--- config.mk ---
export PLATFORM = sky130hd
export DESIGN_NAME = config_memory_unit
export DESIGN_NICKNAME = d
export VERILOG_FILES = /design/src/rtl/cfgmem_pkg.sv /design/src/rtl/edge_detect_rise.sv /design/src/rtl/config_memory_unit.sv
export SDC_FILE = /design/constraint.sdc
export NUM_CORES = 1
export LEC_CHECK = 0
export ABC_AREA = 0
export CAP_MARGIN = 20
export CORE_UTILIZATION = 30
export CTS_BUF_LIST = sky130_fd_sc_hd__clkbuf_16
export DETAILED_ROUTE_END_ITERATION = 8
export SLEW_MARGIN = 20
export SYNTH_ARGS = -nofsm -noshare
export SYNTH_HDL_FRONTEND = slang
export SYNTH_HIERARCHICAL = 1
export SYNTH_SLANG_ARGS = --single-unit
--- constraint.sdc ---
create_clock -name clk -period 2.25 [get_ports clk]
set_clock_uncertainty 0.15 [all_clocks]
set_input_delay 0.5625 -clock clk [delete_from_list [all_inputs] [get_ports clk]]
set_output_delay 0.5625 -clock clk [all_outputs]
set_load 0.01 [all_outputs]
--- src/rtl/cfgmem_pkg.sv ---
// Shared constants, state encoding and helpers for the configuration memory stage.
package cfgmem_pkg;

  localparam int unsigned CFG_W = 35;
  localparam int unsigned KEY_W = 2;
  localparam logic [7:0] CNT_MAX = 8'hFF;

  localparam logic [2:0] StIdle   = 3'd0;
  localparam logic [2:0] StVerify = 3'd1;
  localparam logic [2:0] StCommit = 3'd2;
  localparam logic [2:0] StAbort  = 3'd3;
  localparam logic [2:0] StHold   = 3'd4;

  function automatic logic [7:0] sat_inc(input logic [7:0] v);
    return (v == CNT_MAX) ? v : v + 8'd1;
  endfunction

  // Even parity: the stored bit makes the total count of ones even.
  function automatic logic even_parity(input logic [CFG_W-1:0] v);
    return ^v;
  endfunction

endpackage

--- src/rtl/edge_detect_rise.sv ---
// Registers a level and flags its rising edge (current high, previous low).
module edge_detect_rise (
  input  logic clk_i,
  input  logic rst_ni,
  input  logic sig_i,
  output logic rise_o
);

  logic sig_q;

  always_ff @(posedge clk_i or negedge rst_ni) begin
    if (!rst_ni) begin
      sig_q <= 1'b0;
    end else begin
      sig_q <= sig_i;
    end
  end

  assign rise_o = sig_i & ~sig_q;

endmodule

--- src/rtl/config_memory_unit.sv ---
// Commits a configuration word once it has been held stable for STABLE_CYCLES cycles.
// Optional macro CFGMEM_PARITY_EN adds a stored parity bit and a parity_err output.
module config_memory_unit
  import cfgmem_pkg::*;
#(
  parameter int unsigned      STABLE_CYCLES = 4,
  parameter logic [CFG_W-1:0] RESET_CONFIG  = '0,
  parameter logic [KEY_W-1:0] RESET_KEY     = '0
) (
  input  logic             clk,
  input  logic             arst,
  input  logic             write_en,
  input  logic [CFG_W-1:0] configin,
  input  logic             key_load,
  input  logic [KEY_W-1:0] key_in,
  output logic [KEY_W-1:0] syskey,
  output logic [CFG_W-1:0] config_active,
  output logic             commit_pulse,
  output logic             abort_pulse,
  output logic [7:0]       write_count,
`ifdef CFGMEM_PARITY_EN
  output logic             parity_err,
`endif
  output logic             busy
);

  localparam int unsigned    CntW    = $clog2(STABLE_CYCLES) + 1;
  localparam logic [CntW-1:0] CntLast = CntW'(STABLE_CYCLES - 1);

  logic [2:0]       state_q, state_d;
  logic [CntW-1:0]  cnt_q, cnt_d;
  logic [CFG_W-1:0] shadow_q, shadow_d;
  logic [CFG_W-1:0] cfg_q, cfg_d;
  logic [KEY_W-1:0] key_q, key_d;
  logic [7:0]       wc_q, wc_d;
  logic             rise;

  edge_detect_rise u_we_edge (
    .clk_i  (clk),
    .rst_ni (arst),
    .sig_i  (write_en),
    .rise_o (rise)
  );

  always_comb begin
    state_d  = state_q;
    cnt_d    = cnt_q;
    shadow_d = shadow_q;
    cfg_d    = cfg_q;
    key_d    = key_q;
    wc_d     = wc_q;
    case (state_q)
      StIdle: begin
        // A rise takes priority and drops a coincident key strobe.
        if (rise) begin
          shadow_d = configin;
          cnt_d    = '0;
          state_d  = StVerify;
        end else if (key_load) begin
          key_d = key_in;
        end
      end
      StVerify: begin
        if (!write_en || (configin != shadow_q)) begin
          state_d = StAbort;
        end else if (cnt_q == CntLast) begin
          cfg_d   = shadow_q;
          state_d = StCommit;
        end else begin
          cnt_d = cnt_q + CntW'(1);
        end
      end
      StCommit: begin
        wc_d    = sat_inc(wc_q);
        state_d = StHold;
      end
      StAbort: begin
        state_d = StHold;
      end
      StHold: begin
        if (!write_en) begin
          state_d = StIdle;
        end
      end
      default: begin
        state_d = StIdle;
      end
    endcase
  end

  always_ff @(posedge clk or negedge arst) begin
    if (!arst) begin
      state_q  <= StIdle;
      cnt_q    <= '0;
      shadow_q <= RESET_CONFIG;
      cfg_q    <= RESET_CONFIG;
      key_q    <= RESET_KEY;
      wc_q     <= '0;
    end else begin
      state_q  <= state_d;
      cnt_q    <= cnt_d;
      shadow_q <= shadow_d;
      cfg_q    <= cfg_d;
      key_q    <= key_d;
      wc_q     <= wc_d;
    end
  end

`ifdef CFGMEM_PARITY_EN
  logic parity_q, parity_d;

  always_comb begin
    parity_d = parity_q;
    if ((state_q == StVerify) && (state_d == StCommit)) begin
      parity_d = even_parity(shadow_q);
    end
  end

  always_ff @(posedge clk or negedge arst) begin
    if (!arst) begin
      parity_q <= even_parity(RESET_CONFIG);
    end else begin
      parity_q <= parity_d;
    end
  end

  assign parity_err = (even_parity(cfg_q) != parity_q);
`endif

  assign syskey        = key_q;
  assign config_active = cfg_q;
  assign write_count   = wc_q;
  assign commit_pulse  = (state_q == StCommit);
  assign abort_pulse   = (state_q == StAbort);
  assign busy          = (state_q != StIdle);

endmodule

Word level (Yosys, flattened, before mapping)
Cells that the tools add are included.
- bits in registers: 87
- input port bits: 41
- output and inout port bits: 48
- word-level logic and storage cells: 47
- add/subtract/negate cells: 2
- equality and inequality tests: 12
- muxes and demuxes: 9
- bitwise logic cells: 5
- reduce and logical (&&, ||, !) cells: 12
- operators with widths (kind ; number):
    35-bit != test ; 1
    3-bit 2-to-1 mux ; 7
    3-bit one-hot mux with 4 select lines ; 1
    3-bit by 2-bit equality test with 1-bit output (second input constant) ; 3
    3-bit AND reduction ; 3
    8-bit by 1-bit adder with 8-bit output (second input constant) ; 1
    8-bit equality test (second input constant) ; 1
    2-bit != test (second input constant) ; 4
    3-bit one-hot mux with 2 select lines ; 1
    1-bit NOT ; 4
    2-bit AND reduction ; 2
    4-bit AND reduction ; 1
    3-bit by 1-bit adder with 3-bit output (second input constant) ; 1
    3-bit by 1-bit equality test with 1-bit output (second input constant) ; 1
    3-bit equality test (second input constant) ; 1
    3-bit zero test ; 1
    3-bit != test (second input constant) ; 1
    3-bit nonzero test ; 1
    2-bit nonzero test ; 1
    2-bit OR reduction ; 1
    1-bit bitwise AND ; 1
    1-bit zero test ; 1
    1-bit logical OR ; 1

Depth between registers and ports, before layout
- depth after elaboration: 4
- gate-level depth with buffers: 7
- depth with buffers taken out: 7

Modules after synthesis
The synthesis kept the hierarchy.
- by module, submodules not included (module ; instances ; cells an instance ; area each (sq um) ; seq. area each (sq um)):
    config_memory_unit ; 1 ; 275 ; 3852.4 ; 2152.1
    edge_detect_rise ; 1 ; 2 ; 38.8 ; 25.0

Worst setup path before layout
OpenSTA, ideal clock, no wires.
- kind: input to register
- start: in configin[25]
- end: reg cfg_q[10], in the netlist config_active[10]
- setup time: 0.125 ns
- arrival: 1.926 ns
- data required time: 1.975 ns
- path slack: 0.049 ns
- cell stages on the path: 6
- path buffers: 1
- path through: xnor2_1 -> nand4_1 -> nor4_4 -> nand4_4 -> buf_6 -> mux2_4
- cells in the longest elaborated chain, start to end: 4
- RTL lines (what ; RTL line ; text):
    start, declared ; config_memory_unit.sv:13 ; input logic [CFG_W-1:0] configin,
    35-bit != test ; config_memory_unit.sv:64 ; if (!write_en || (configin != shadow_q)) begin
    1-bit logical OR ; config_memory_unit.sv:64 ;
    1-bit NOT (no line) ; -- ;
    3-bit AND reduction (no line) ; -- ;
    end signal, assigned ; config_memory_unit.sv:103 ; cfg_q <= cfg_d;
    end, declared ; config_memory_unit.sv:33 ; logic [CFG_W-1:0] cfg_q, cfg_d;
No other way between the ends.
A chain may end at the register's enable or synchronous reset.

Worst setup path after layout
- start: in configin[11]
- end: reg cfg_q[17], in the netlist config_active[17]
The elaborated chain is that of the path after synthesis.

==> flow_summary.json <==
{
  "layout.nets": 439,
  "clock-root-buffer": "clkbuf_16",
  "die_area_um2": 13430,
  "cts.sinks": 87,
  "grt_max_degree": 62,
  "avgSynthCellArea_um2": 14.05,
  "initial_core_util": 0.3083,
  "hold_slack_ns": 0.3418,
  "coreArea_um2": 12620,
  "holdCritPathClass": "register to register",
  "cp-startpoint": "configin[11]",
  "rows": 41,
  "drc": 0,
  "track_usage": 0.1379,
  "setup_viol": 0,
  "fin_util": 0.4367,
  "dp.cells": 543,
  "vias_per_cell": 4.449,
  "ios": 89,
  "final_cells": 572,
  "min_from": "write_count[6]",
  "cts.path.max_buffers": 2,
  "rrSetupSlack_ns": 0.05,
  "synth.yosys.warnings": 6,
  "cts_tree": "done",
  "crit_arrival_ns": 2.28,
  "clock_latency_ns": 0.35,
  "place.gp.congestion": 0.8180,
  "mostFrequentLayoutCells": "85 x dfrtp_1, 63 x mux2_2, 50 x clkdlybuf4s50_1",
  "critical_path_class": "primary input to register",
  "cts_made_buffers": 9,
  "power_leakage_nw": 2.485,
  "hpwlAfterDp_um": 5711,
  "io_buffers": 88,
  "rsz0062_at_grt": "true",
  "fin_crit_sh": 0.9791,
  "worstPathRequired_ns": 2.33,
  "wl_um": 8472,
  "power-per-cell-area_nw_per_um2": 933.2,
  "crit_path_end_kind": "register",
  "htree_levels": 3,
  "multiInputGateArea_um2": 1695,
  "path_clk_slew_ns": 0.06,
  "drtIter0Drc": 58,
  "hold_viol_final": 0,
  "dieHeight_um": 115.9,
  "maxCapViolations": 0,
  "fin_crit_ns": 2.203,
  "total_power_w": 0.005143,
  "final_common_cell": "dfrtp_1",
  "relSlewSlack": 0.6727,
  "nFillCells": 1210,
  "r2r_start": "shadow_q[11]",
  "worst_pin_slew_ns": 0.4872,
  "vias": 2545,
  "firstDrtPassIters": 4,
  "dieWidth_um": 115.9,
  "syn_area_um2": 3891,
  "status": "complete, no violations",
  "synth_seq_cells": 87,
  "ir_drop_mv": 0.3392,
  "worstPathMaxFanout": 6,
  "synth_cells": 277,
  "area_growth_syn_to_layout_pct": 41.64,
  "antenna_found_initial": 1,
  "grt_pass1_wl_um": 13540,
  "seq_area_um2": 2180,
  "synth-seq-area-share": 0.5595,
  "overflow": 0,
  "grt_pass1_vias": 2663,
  "start_kind": "primary input",
  "wl_per_cell_um": 14.81,
  "ys_types": 34,
  "antenna_left": 0,
  "report.final.slew_viol_count": 0,
  "max_freq_mhz": 453.9,
  "drive_gt1_frac": 0.3283,
  "synth_nets": 321
}
-- synth_stat cells, drive strengths merged --
library cell	n	area, um2
inv	5	18.77
o21a	1	7.510
xnor2	37	324.1
or2	1	6.260
a31oi	2	12.51
xor2	4	35.03
o21ai	4	20.02
nor2b	1	13.76
mux2	72	840.8
nor4	1	21.27
dfrtp	87	2177
and3	1	7.510
and2	1	6.260
buf	6	48.79
a211o	1	8.760
a21oi	3	15.01
clkbuf	1	3.750
nor3b	1	7.510
ha	3	37.54
nor3	6	35.03
a221o	1	10.01
nand2	12	45.04
nand3	2	10.01
nand4	14	102.6
or3b	1	8.760
nor2	5	18.77
o211ai	1	7.510
a311oi	1	8.760
nor4b	2	32.53
-- final cells by class --
cell class	instances	area share
inverter	5	0.003405
clock buffer	9	0.04086
antenna	1	0.0004540
tap	172	0.03905
multi-input combinational	178	0.3076
timing repair buffer	114	0.2077
clock inverter	6	0.005448
sequential	87	0.3955
-- state kept, by name, indices dropped and copies added, names as in the netlist --
register / count
syskey: 2
cnt_q: 3
shadow_q: 35
state_q: 3
u_we_edge/sig_q: 1
config_active: 35
write_count: 8
-- routing by layer --
metal / track usage / part of all wire / up-vias
li1: - / - / 1222
met1: 0.1754 / 0.47 / 1252
met2: 0.2127 / 0.46 / 60
met3: 0.04289 / 0.050 / 11
met4: 0.06667 / 0.020 / 0
met5: 0 / 0 / -
-- critical path: stages --
cell and delay [ns]:
clkdlybuf4s15_1 0.19, xnor2_1 0.16, nand4_1 0.20, nor4b_4 0.43, nand4_4 0.15, buf_6 0.17
clkbuf_16 0.16, mux2_2 0.27
-- through the flow --
| stage | setup TNS (ns) | instance area, um2 | setup slack (ns) |
|---|---|---|---|
| 2_1_floorplan | 0 | 3891 | 0.04918 |
| 3_3_place_gp | -29.67 | 5099 | -0.5471 |
| 3_5_place_dp | -28.61 | 5099 | -0.5512 |
| 4_1_cts | 0 | 5449 | 0.001066 |
| 5_1_grt | -0.01631 | 5512 | -0.008486 |
| 6_report | 0 | 5512 | 0.04708 |
-- cells by family (layout without fill, tap and decap cells) --
logic type,after synthesis,count (layout),share of synthesized area
compound gates,14,14,0.02315
fa+ha+maj,3,3,0.009647
flops,87,87,0.5595
simple gates,48,48,0.08103
buf+inv,12,134,0.01833
xor+xnor,41,41,0.09228
mux,72,72,0.2161
other cells,0,1,0
-- where the power goes --
part	switching (W)	internal, W
logic	0.000558	0.000896
clock network	0.000600	0.000727
registers	0.000386	0.00198
-- worst paths after layout --
check                      depth (start not counted)                end
max                                                8  config_active[17]
min                                                1     write_count[6]
max reg2reg                                        7  config_active[17]
min reg2reg                                        1     write_count[6]
max in group asynchronous                          3        shadow_q[4]
min in group asynchronous                          2          syskey[1]
-- timing repair --
item / CTS / global route
pin swaps: 26 / 9
gates cloned: 2 / 1
gates resized for setup: 59 / 11
hold buffers: 1 / 0
endpoints found under the hold margin: 26 / 0
endpoints found under the setup margin: 42 / 49
setup buffers: 5 / 7
(Power assumes the default switching activity.)
